$ cat src/rtl/store_buffer_pkg.sv
// Shared core package for the store buffer: default sizing and store size encodings.
package store_buffer_pkg;

  localparam int SB_SIZE_DEFAULT   = 4;
  localparam int ROB_IDX_W_DEFAULT = 4;

  typedef enum logic [1:0] {
    SIZE_BYTE = 2'b00,
    SIZE_HALF = 2'b01,
    SIZE_WORD = 2'b10
  } sb_size_e;

endpackage

$ cat src/rtl/store_buffer_fwd_match.sv
// sb_fwd_match: load-address lookup across all valid store entries, youngest match wins.
// Forwarding of word stores is enabled by SB_LOAD_FORWARD_EN; otherwise every match is a conflict.
module sb_fwd_match
  import store_buffer_pkg::*;
#(
  parameter int SB_SIZE = SB_SIZE_DEFAULT,
  parameter int PTR_W   = $clog2(SB_SIZE)
) (
  input  logic [SB_SIZE-1:0] entry_valid,
  input  logic [31:0]        entry_addr [SB_SIZE],
  input  logic [31:0]        entry_data [SB_SIZE],
  input  logic [1:0]         entry_size [SB_SIZE],
  input  logic [PTR_W-1:0]   head,
  input  logic [31:0]        load_addr,
  output logic               fwd_hit,
  output logic [31:0]        fwd_data,
  output logic               fwd_conflict
);

  logic        match;
  logic [31:0] mdata;
  logic [1:0]  msize;

  // Walk oldest to youngest so a later match overrides an earlier one.
  always_comb begin
    match = 1'b0;
    mdata = '0;
    msize = '0;
    for (int k = 0; k < SB_SIZE; k++) begin
      int j;
      logic [PTR_W-1:0] idx;
      j = int'(head) + k;
      if (j >= SB_SIZE) j = j - SB_SIZE;
      idx = PTR_W'(j);
      if (entry_valid[idx] && (entry_addr[idx][31:2] == load_addr[31:2])) begin
        match = 1'b1;
        mdata = entry_data[idx];
        msize = entry_size[idx];
      end
    end
  end

  logic unused_load_lsb;
  assign unused_load_lsb = ^load_addr[1:0];

`ifdef SB_LOAD_FORWARD_EN
  assign fwd_hit      = match && (msize == SIZE_WORD);
  assign fwd_data     = fwd_hit ? mdata : '0;
  assign fwd_conflict = match && (msize != SIZE_WORD);
`else
  logic unused_match_payload;
  assign unused_match_payload = ^{mdata, msize};
  assign fwd_hit      = 1'b0;
  assign fwd_data     = '0;
  assign fwd_conflict = match;
`endif

endmodule

$ cat src/rtl/store_buffer.sv
// store_buffer: circular FIFO of resolved stores, committed by ROB tag and drained in order to the D-cache.
// Load forwarding in the lookup sub-module is controlled by SB_LOAD_FORWARD_EN.
module store_buffer
  import store_buffer_pkg::*;
#(
  parameter int SB_SIZE   = SB_SIZE_DEFAULT,
  parameter int ROB_IDX_W = ROB_IDX_W_DEFAULT
) (
  input  logic                 clk,
  input  logic                 reset,
  input  logic                 in_alloc,
  input  logic [ROB_IDX_W-1:0] in_alloc_rob_idx,
  input  logic [31:0]          in_alloc_addr,
  input  logic [31:0]          in_alloc_data,
  input  logic [1:0]           in_alloc_size,
  input  logic                 in_commit,
  input  logic [ROB_IDX_W-1:0] in_commit_rob_idx,
  input  logic                 in_nuke,
  output logic                 out_cache_req,
  output logic [31:0]          out_cache_addr,
  output logic [31:0]          out_cache_data,
  output logic [1:0]           out_cache_size,
  input  logic                 in_cache_ready,
  input  logic [31:0]          in_load_addr,
  output logic                 out_fwd_hit,
  output logic [31:0]          out_fwd_data,
  output logic                 out_fwd_conflict,
  output logic                 out_full,
  output logic                 out_empty
);

  localparam int PTR_W = $clog2(SB_SIZE);
  localparam int CNT_W = $clog2(SB_SIZE + 1);

  logic [SB_SIZE-1:0]   valid_q, committed_q, valid_n, committed_n, commit_hit;
  logic [ROB_IDX_W-1:0] rob_idx_q [SB_SIZE];
  logic [31:0]          addr_q    [SB_SIZE];
  logic [31:0]          data_q    [SB_SIZE];
  logic [1:0]           size_q    [SB_SIZE];
  logic [PTR_W-1:0]     head_q, tail_q, head_n, tail_n;
  logic [CNT_W-1:0]     count_q, count_n;
  logic                 drain, alloc_ok;

  function automatic logic [PTR_W-1:0] ptr_add(input logic [PTR_W-1:0] p, input int n);
    int s;
    s = int'(p) + n;
    if (s >= SB_SIZE) s = s - SB_SIZE;
    return PTR_W'(s);
  endfunction

  assign out_cache_req  = valid_q[head_q] && committed_q[head_q];
  assign out_cache_addr = out_cache_req ? addr_q[head_q] : '0;
  assign out_cache_data = out_cache_req ? data_q[head_q] : '0;
  assign out_cache_size = out_cache_req ? size_q[head_q] : '0;
  assign out_full       = (count_q == CNT_W'(SB_SIZE));
  assign out_empty      = (count_q == '0);
  assign drain          = out_cache_req && in_cache_ready;
  assign alloc_ok       = in_alloc && !out_full && !in_nuke;

  always_comb begin
    commit_hit = '0;
    for (int i = 0; i < SB_SIZE; i++)
      commit_hit[i] = in_commit && valid_q[i] && !committed_q[i] &&
                      (rob_idx_q[i] == in_commit_rob_idx);
  end

  // Commits land before a nuke looks at the committed set, so a same-cycle commit survives.
  always_comb begin
    logic [SB_SIZE-1:0] cm;
    int ccnt;
    cm          = committed_q | commit_hit;
    ccnt        = 0;
    valid_n     = valid_q;
    committed_n = cm;
    head_n      = head_q;
    tail_n      = tail_q;
    count_n     = count_q;
    if (drain) begin
      valid_n[head_q]     = 1'b0;
      committed_n[head_q] = 1'b0;
      head_n              = ptr_add(head_q, 1);
    end
    if (in_nuke) begin
      for (int i = 0; i < SB_SIZE; i++)
        if (valid_q[i] && cm[i]) ccnt = ccnt + 1;
      valid_n     = valid_n & cm;
      committed_n = committed_n & valid_n;
      tail_n      = ptr_add(head_q, ccnt);
      count_n     = CNT_W'(ccnt - int'(drain));
    end else begin
      if (alloc_ok) begin
        valid_n[tail_q]     = 1'b1;
        committed_n[tail_q] = 1'b0;
        tail_n              = ptr_add(tail_q, 1);
      end
      count_n = CNT_W'(int'(count_q) + int'(alloc_ok) - int'(drain));
    end
  end

  always_ff @(posedge clk) begin
    if (reset) begin
      valid_q     <= '0;
      committed_q <= '0;
      head_q      <= '0;
      tail_q      <= '0;
      count_q     <= '0;
    end else begin
      valid_q     <= valid_n;
      committed_q <= committed_n;
      head_q      <= head_n;
      tail_q      <= tail_n;
      count_q     <= count_n;
    end
  end

  // Payload needs no reset: it is only observed through a valid bit.
  always_ff @(posedge clk) begin
    if (!reset && alloc_ok) begin
      rob_idx_q[tail_q] <= in_alloc_rob_idx;
      addr_q[tail_q]    <= in_alloc_addr;
      data_q[tail_q]    <= in_alloc_data;
      size_q[tail_q]    <= in_alloc_size;
    end
  end

  sb_fwd_match #(
    .SB_SIZE (SB_SIZE),
    .PTR_W   (PTR_W)
  ) u_fwd_match (
    .entry_valid  (valid_q),
    .entry_addr   (addr_q),
    .entry_data   (data_q),
    .entry_size   (size_q),
    .head         (head_q),
    .load_addr    (in_load_addr),
    .fwd_hit      (out_fwd_hit),
    .fwd_data     (out_fwd_data),
    .fwd_conflict (out_fwd_conflict)
  );

endmodule

$ cat config.mk
export PLATFORM = sky130hd
export DESIGN_NAME = store_buffer
export DESIGN_NICKNAME = d
export VERILOG_FILES = /design/src/rtl/store_buffer_pkg.sv /design/src/rtl/store_buffer_fwd_match.sv /design/src/rtl/store_buffer.sv
export SDC_FILE = /design/constraint.sdc
export NUM_CORES = 1
export LEC_CHECK = 0
export BUFFER_PORTS_ARGS = -buffer_cell sky130_fd_sc_hd__buf_2
export CORE_UTILIZATION = 40
export DETAILED_ROUTE_END_ITERATION = 10
export GPL_TIMING_DRIVEN = 0
export PLACE_DENSITY = 0.63
export REMOVE_ABC_BUFFERS = 1
export SYNTH_ARGS = -nofsm -noshare
export SYNTH_HDL_FRONTEND = slang
export SYNTH_SLANG_ARGS = --single-unit
export TNS_END_PERCENT = 30
$ cat constraint.sdc
create_clock -name clk -period 3.74 [get_ports clk]
set_input_delay 0.748 -clock clk [delete_from_list [all_inputs] [get_ports clk]]
set_output_delay 0.748 -clock clk [all_outputs]
set_load 0.01 [all_outputs]
==> qor.txt <==
Slew Limit Fails: 0
sw frac: 0.220
Fin Clk Skew: 13.3 ps
initial antenna violation count: 8
worst slack at placement: -1740 ps
1st-pass router iterations: 6
async set or reset register ratio after synthesis: 0
I/O Pins: 215
mux cell area share after synthesis: 0.189
core area: 38,900 sq um
r2r endpoint: count_q[2]
Final nets: 1,425
Max Freq: 0.234 GHz
Detail Route Antenna Nets: 0
DR DRC count: 0
Finished Core Util: 0.490
Yosys top cell area share: 0.530
RSZ-0062 raised after global routing: true
DPL Wire Length: 29,900 um
CP startpoint: head_q[0]
VDD IR-drop max: 0.000390 V
routability congestion estimate: 0.977
final wirelength: 48,300 um
crit path DAT: 3520 ps
I/O Buffers: 179
die width: 201 um
Layout Area Growth over Synthesis: 20.1%
clock input transition at the sequential cells of the worst setup and hold paths: 60 ps
via count: 10,541
share of cells above drive strength 1: 0.318
grt ovf: 0
Hold Crit Class: input port to flip-flop
largest area contributor in the netlist: edfxtp_1
slack of the worst reg-to-reg path: 250 ps
post-synth cell types: 66
DRT iter0 DRCs: 739
hold-fix buffer count after cts: 0
crit share post-route: 1.14
Slew @ Worst Pin: 693 ps
number of synthesized flops with an enable pin: 280
clock network power share: 0.445
critical path startpoint category: flip-flop
Post-Synth Simple-Gate Area: 0.0708
main flop type after synthesis: edfxtp_1
failing checks: setup timing
CTS root buffer: clkbuf_16
sequential area share after synthesis: 0.549
r2r startpoint: head_q[0]
syn_area_per_cell: 14.2 sq um
CP max FO: 5
Post-Synth Adder-Cell Area: 0.0139
worst path required time: 2990 ps
vias in the first global route: 10,595
pin count of the biggest net entering global routing: 55
compound-gate portion of the synthesized area: 0.0628
hold_ws: 410 ps
post-route setup slack: -529 ps
Comb pwr share: 0.058
synthesized cell area: 15,900 sq um
capture point of the worst path: out_fwd_conflict
DR WL/cell: 26.2 um
non-filler cells, final: 1,841
TritonCTS buffer count: 34
Total GRT Usage: 0.237
CP max-delay cell: or4_1
worst-skew pair later-pin latency: 550 ps
xor and xnor area share after synthesis: 0.0618
max cap viols: 0
first-pass GRT wire length: 69,700 um
Die Span Y: 201 um
Seq pwr share: 0.497
status: finished with violations
Worst path max stage delay: 530 ps
power per cell area: 388 nW/um^2
Final min period: 4270 ps
Worst slew margin: 0.538
H-tree Lvls: 2
Overall Power: 7.40 mW
Longest Clk Path Bufs: 3
Row Count: 72
P_int: 5.77 mW
crit path kind: flip-flop to primary output
final hold viol count: 0
initial cell density of the core: 0.408
yosys warns: 0
post-synthesis register bit count: 295
final setup violation count: 1
CTS tree: built
Pleak: 6.80 nW
Mapped Cells: 1,119
die area: 40,500 sq um
TritonCTS Sinks: 295
Critical Path End Type: primary output
post-DR vias/cell: 5.73
Worst Reg-to-Reg Cells: 14
reported net switching power: 1.63 mW
placed cells: 1,741
top cells by area, synth: edfxtp_1, mux4_2, mux2i_1
main combinational cell family by area after synthesis: multiplexers
cell breakdown of the critical path: buf_16 > clkinvlp_4 > ha_4 > buf_4 > clkinvlp_4 > buf_4 > a211oi_2 > and4b_1 > a31oi_1 > or4_1 > o211ai_1 > buf_2
==> state kept, by name (all words and copies together), names as in the netlist <==
name	count
addr_q	128
size_q	8
rob_idx_q	16
count_q	3
valid_q	4
data_q	128
committed_q	4
tail_q	2
head_q	2
==> worst max-delay path: cells and delay by family (launching register included) <==
family                     cells  cell delay [ps]
DFF                            1              390
and+or+nand+nor                2              750
buffers and inverters          6              960
adders and majority gates      1              340
AOI/OAI and AO/OA              3              530
==> cell families (layout without fill, tap and decap cells) <==
| family | Yosys count | after routing |
|---|---|---|
| mux | 193 | 197 |
| buf+inv | 149 | 316 |
| other cells | 1 | 34 |
| flops | 295 | 295 |
| compound gates | 142 | 142 |
| simple gates | 210 | 210 |
| xor+xnor | 112 | 112 |
| fa+ha+maj | 17 | 17 |
==> timing repair <==
item / CTS / global route
gates resized for setup: 46 / 14
gates cloned: 10 / 1
endpoints found under the setup margin: 81 / 7
buffers inserted: 26 / 0
pin swaps: 6 / 4
==> worst min path at each step <==
| stage | start | endpoint | slack [ps] | cells after the start |
|---|---|---|---|---|
| finish | in_alloc_data[26] | data_q[90] | 410 | 1 |
| global route | in_alloc_size[1] | size_q[3] | 400 | 1 |
| CTS | in_alloc_data[26] | data_q[90] | 380 | 1 |
| detailed placement | valid_q[0] | valid_q[0] | 590 | 2 |
| global placement | valid_q[0] | valid_q[0] | 580 | 2 |
| floorplan | valid_q[0] | valid_q[0] | 520 | 2 |
==> final cells by class <==
class	count	area (sq um)
timing repair buffer	221	1650
fill	3395	19900
tap	518	648
clock inverter	19	191
antenna	1	2.50
multi-input combinational	711	6790
clock buffer	43	916
inverter	32	136
sequential	295	8720
timing repair inverter	1	5.00
==> placed cells by master, fill, tap and decap left out, drive strengths merged, types with 4 or more instances in the layout <==
cell type	netlist	final
o2111ai	5	5
a21oi	32	32
edfxtp	280	280
mux4	81	85
xor2	38	38
a21o	4	4
nand3	4	4
mux2	12	12
o21ai	23	23
and3	62	62
ha	16	16
a22oi	5	5
o221ai	4	4
a211oi	8	8
a2111oi	6	6
and2	9	9
clkbuf	46	44
inv	32	31
a221oi	4	4
mux2i	100	100
nor2	38	38
conb	1	33
nor2b	5	5
nor3	12	12
nand4	12	12
bufbuf	0	5
o211ai	11	11
o2bb2ai	6	6
o22ai	9	9
dfxtp	15	15
nand2b	7	7
clkinvlp	0	6
buf	71	215
nand2	40	40
clkinv	0	12
xnor2	74	74
nor4	11	11
==> metrics by stage <==
stage	TNS, ps	cell area, sq um
6_report	-529	19100
2_1_floorplan	-398360	15300
3_3_place_gp	-1087070	16800
4_1_cts	-550	19000
3_5_place_dp	-20150	17100
5_1_grt	-638	19000
==> power by group through the flow <==
stage | clock [mW] | combinational, mW | sequential (mW)
6_report | 3.29 | 0.428 | 3.68
5_1_grt | 3.49 | 0.459 | 3.68
4_1_cts | 3.37 | 0.422 | 3.68
3_5_place_dp | 0 | 0.405 | 3.74
3_3_place_gp | 0 | 0.392 | 3.75
2_1_floorplan | 0 | 0.186 | 3.74
==> layer usage <==
metal | global-route usage | up-vias | routed length (um)
li1 | - | 4664 | -
met1 | 0.315 | 5373 | 20600
met2 | 0.373 | 408 | 22500
met3 | 0.0645 | 82 | 3760
met4 | 0.0815 | 14 | 1350
met5 | 0.0107 | - | 133
==> synthesized netlist by cell type, types with 3 or more instances <==
cell,count
edfxtp_1,280
mux2i_1,95
mux4_2,81
xnor2_1,74
and3_1,62
clkbuf_1,46
nand2_1,40
nor2_1,38
xor2_1,38
buf_4,36
a21oi_1,32
inv_1,31
o21ai_0,23
ha_1,16
dfxtp_1,15
buf_2,14
mux2_2,12
nand4_1,12
nor3_1,11
nor4_1,11
o211ai_1,11
and2_1,9
buf_6,9
o22ai_1,9
a211oi_1,8
buf_1,8
nand2b_1,7
o2bb2ai_1,6
a2111oi_0,5
a22oi_1,5
nor2b_1,5
o2111ai_1,5
a21o_1,4
a221oi_1,4
nand3_1,4
o221ai_1,4
a221o_1,3
a222oi_1,3
a31oi_1,3
a41o_1,3
mux2i_2,3
Note: power is estimated with default switching activity, not from simulation.
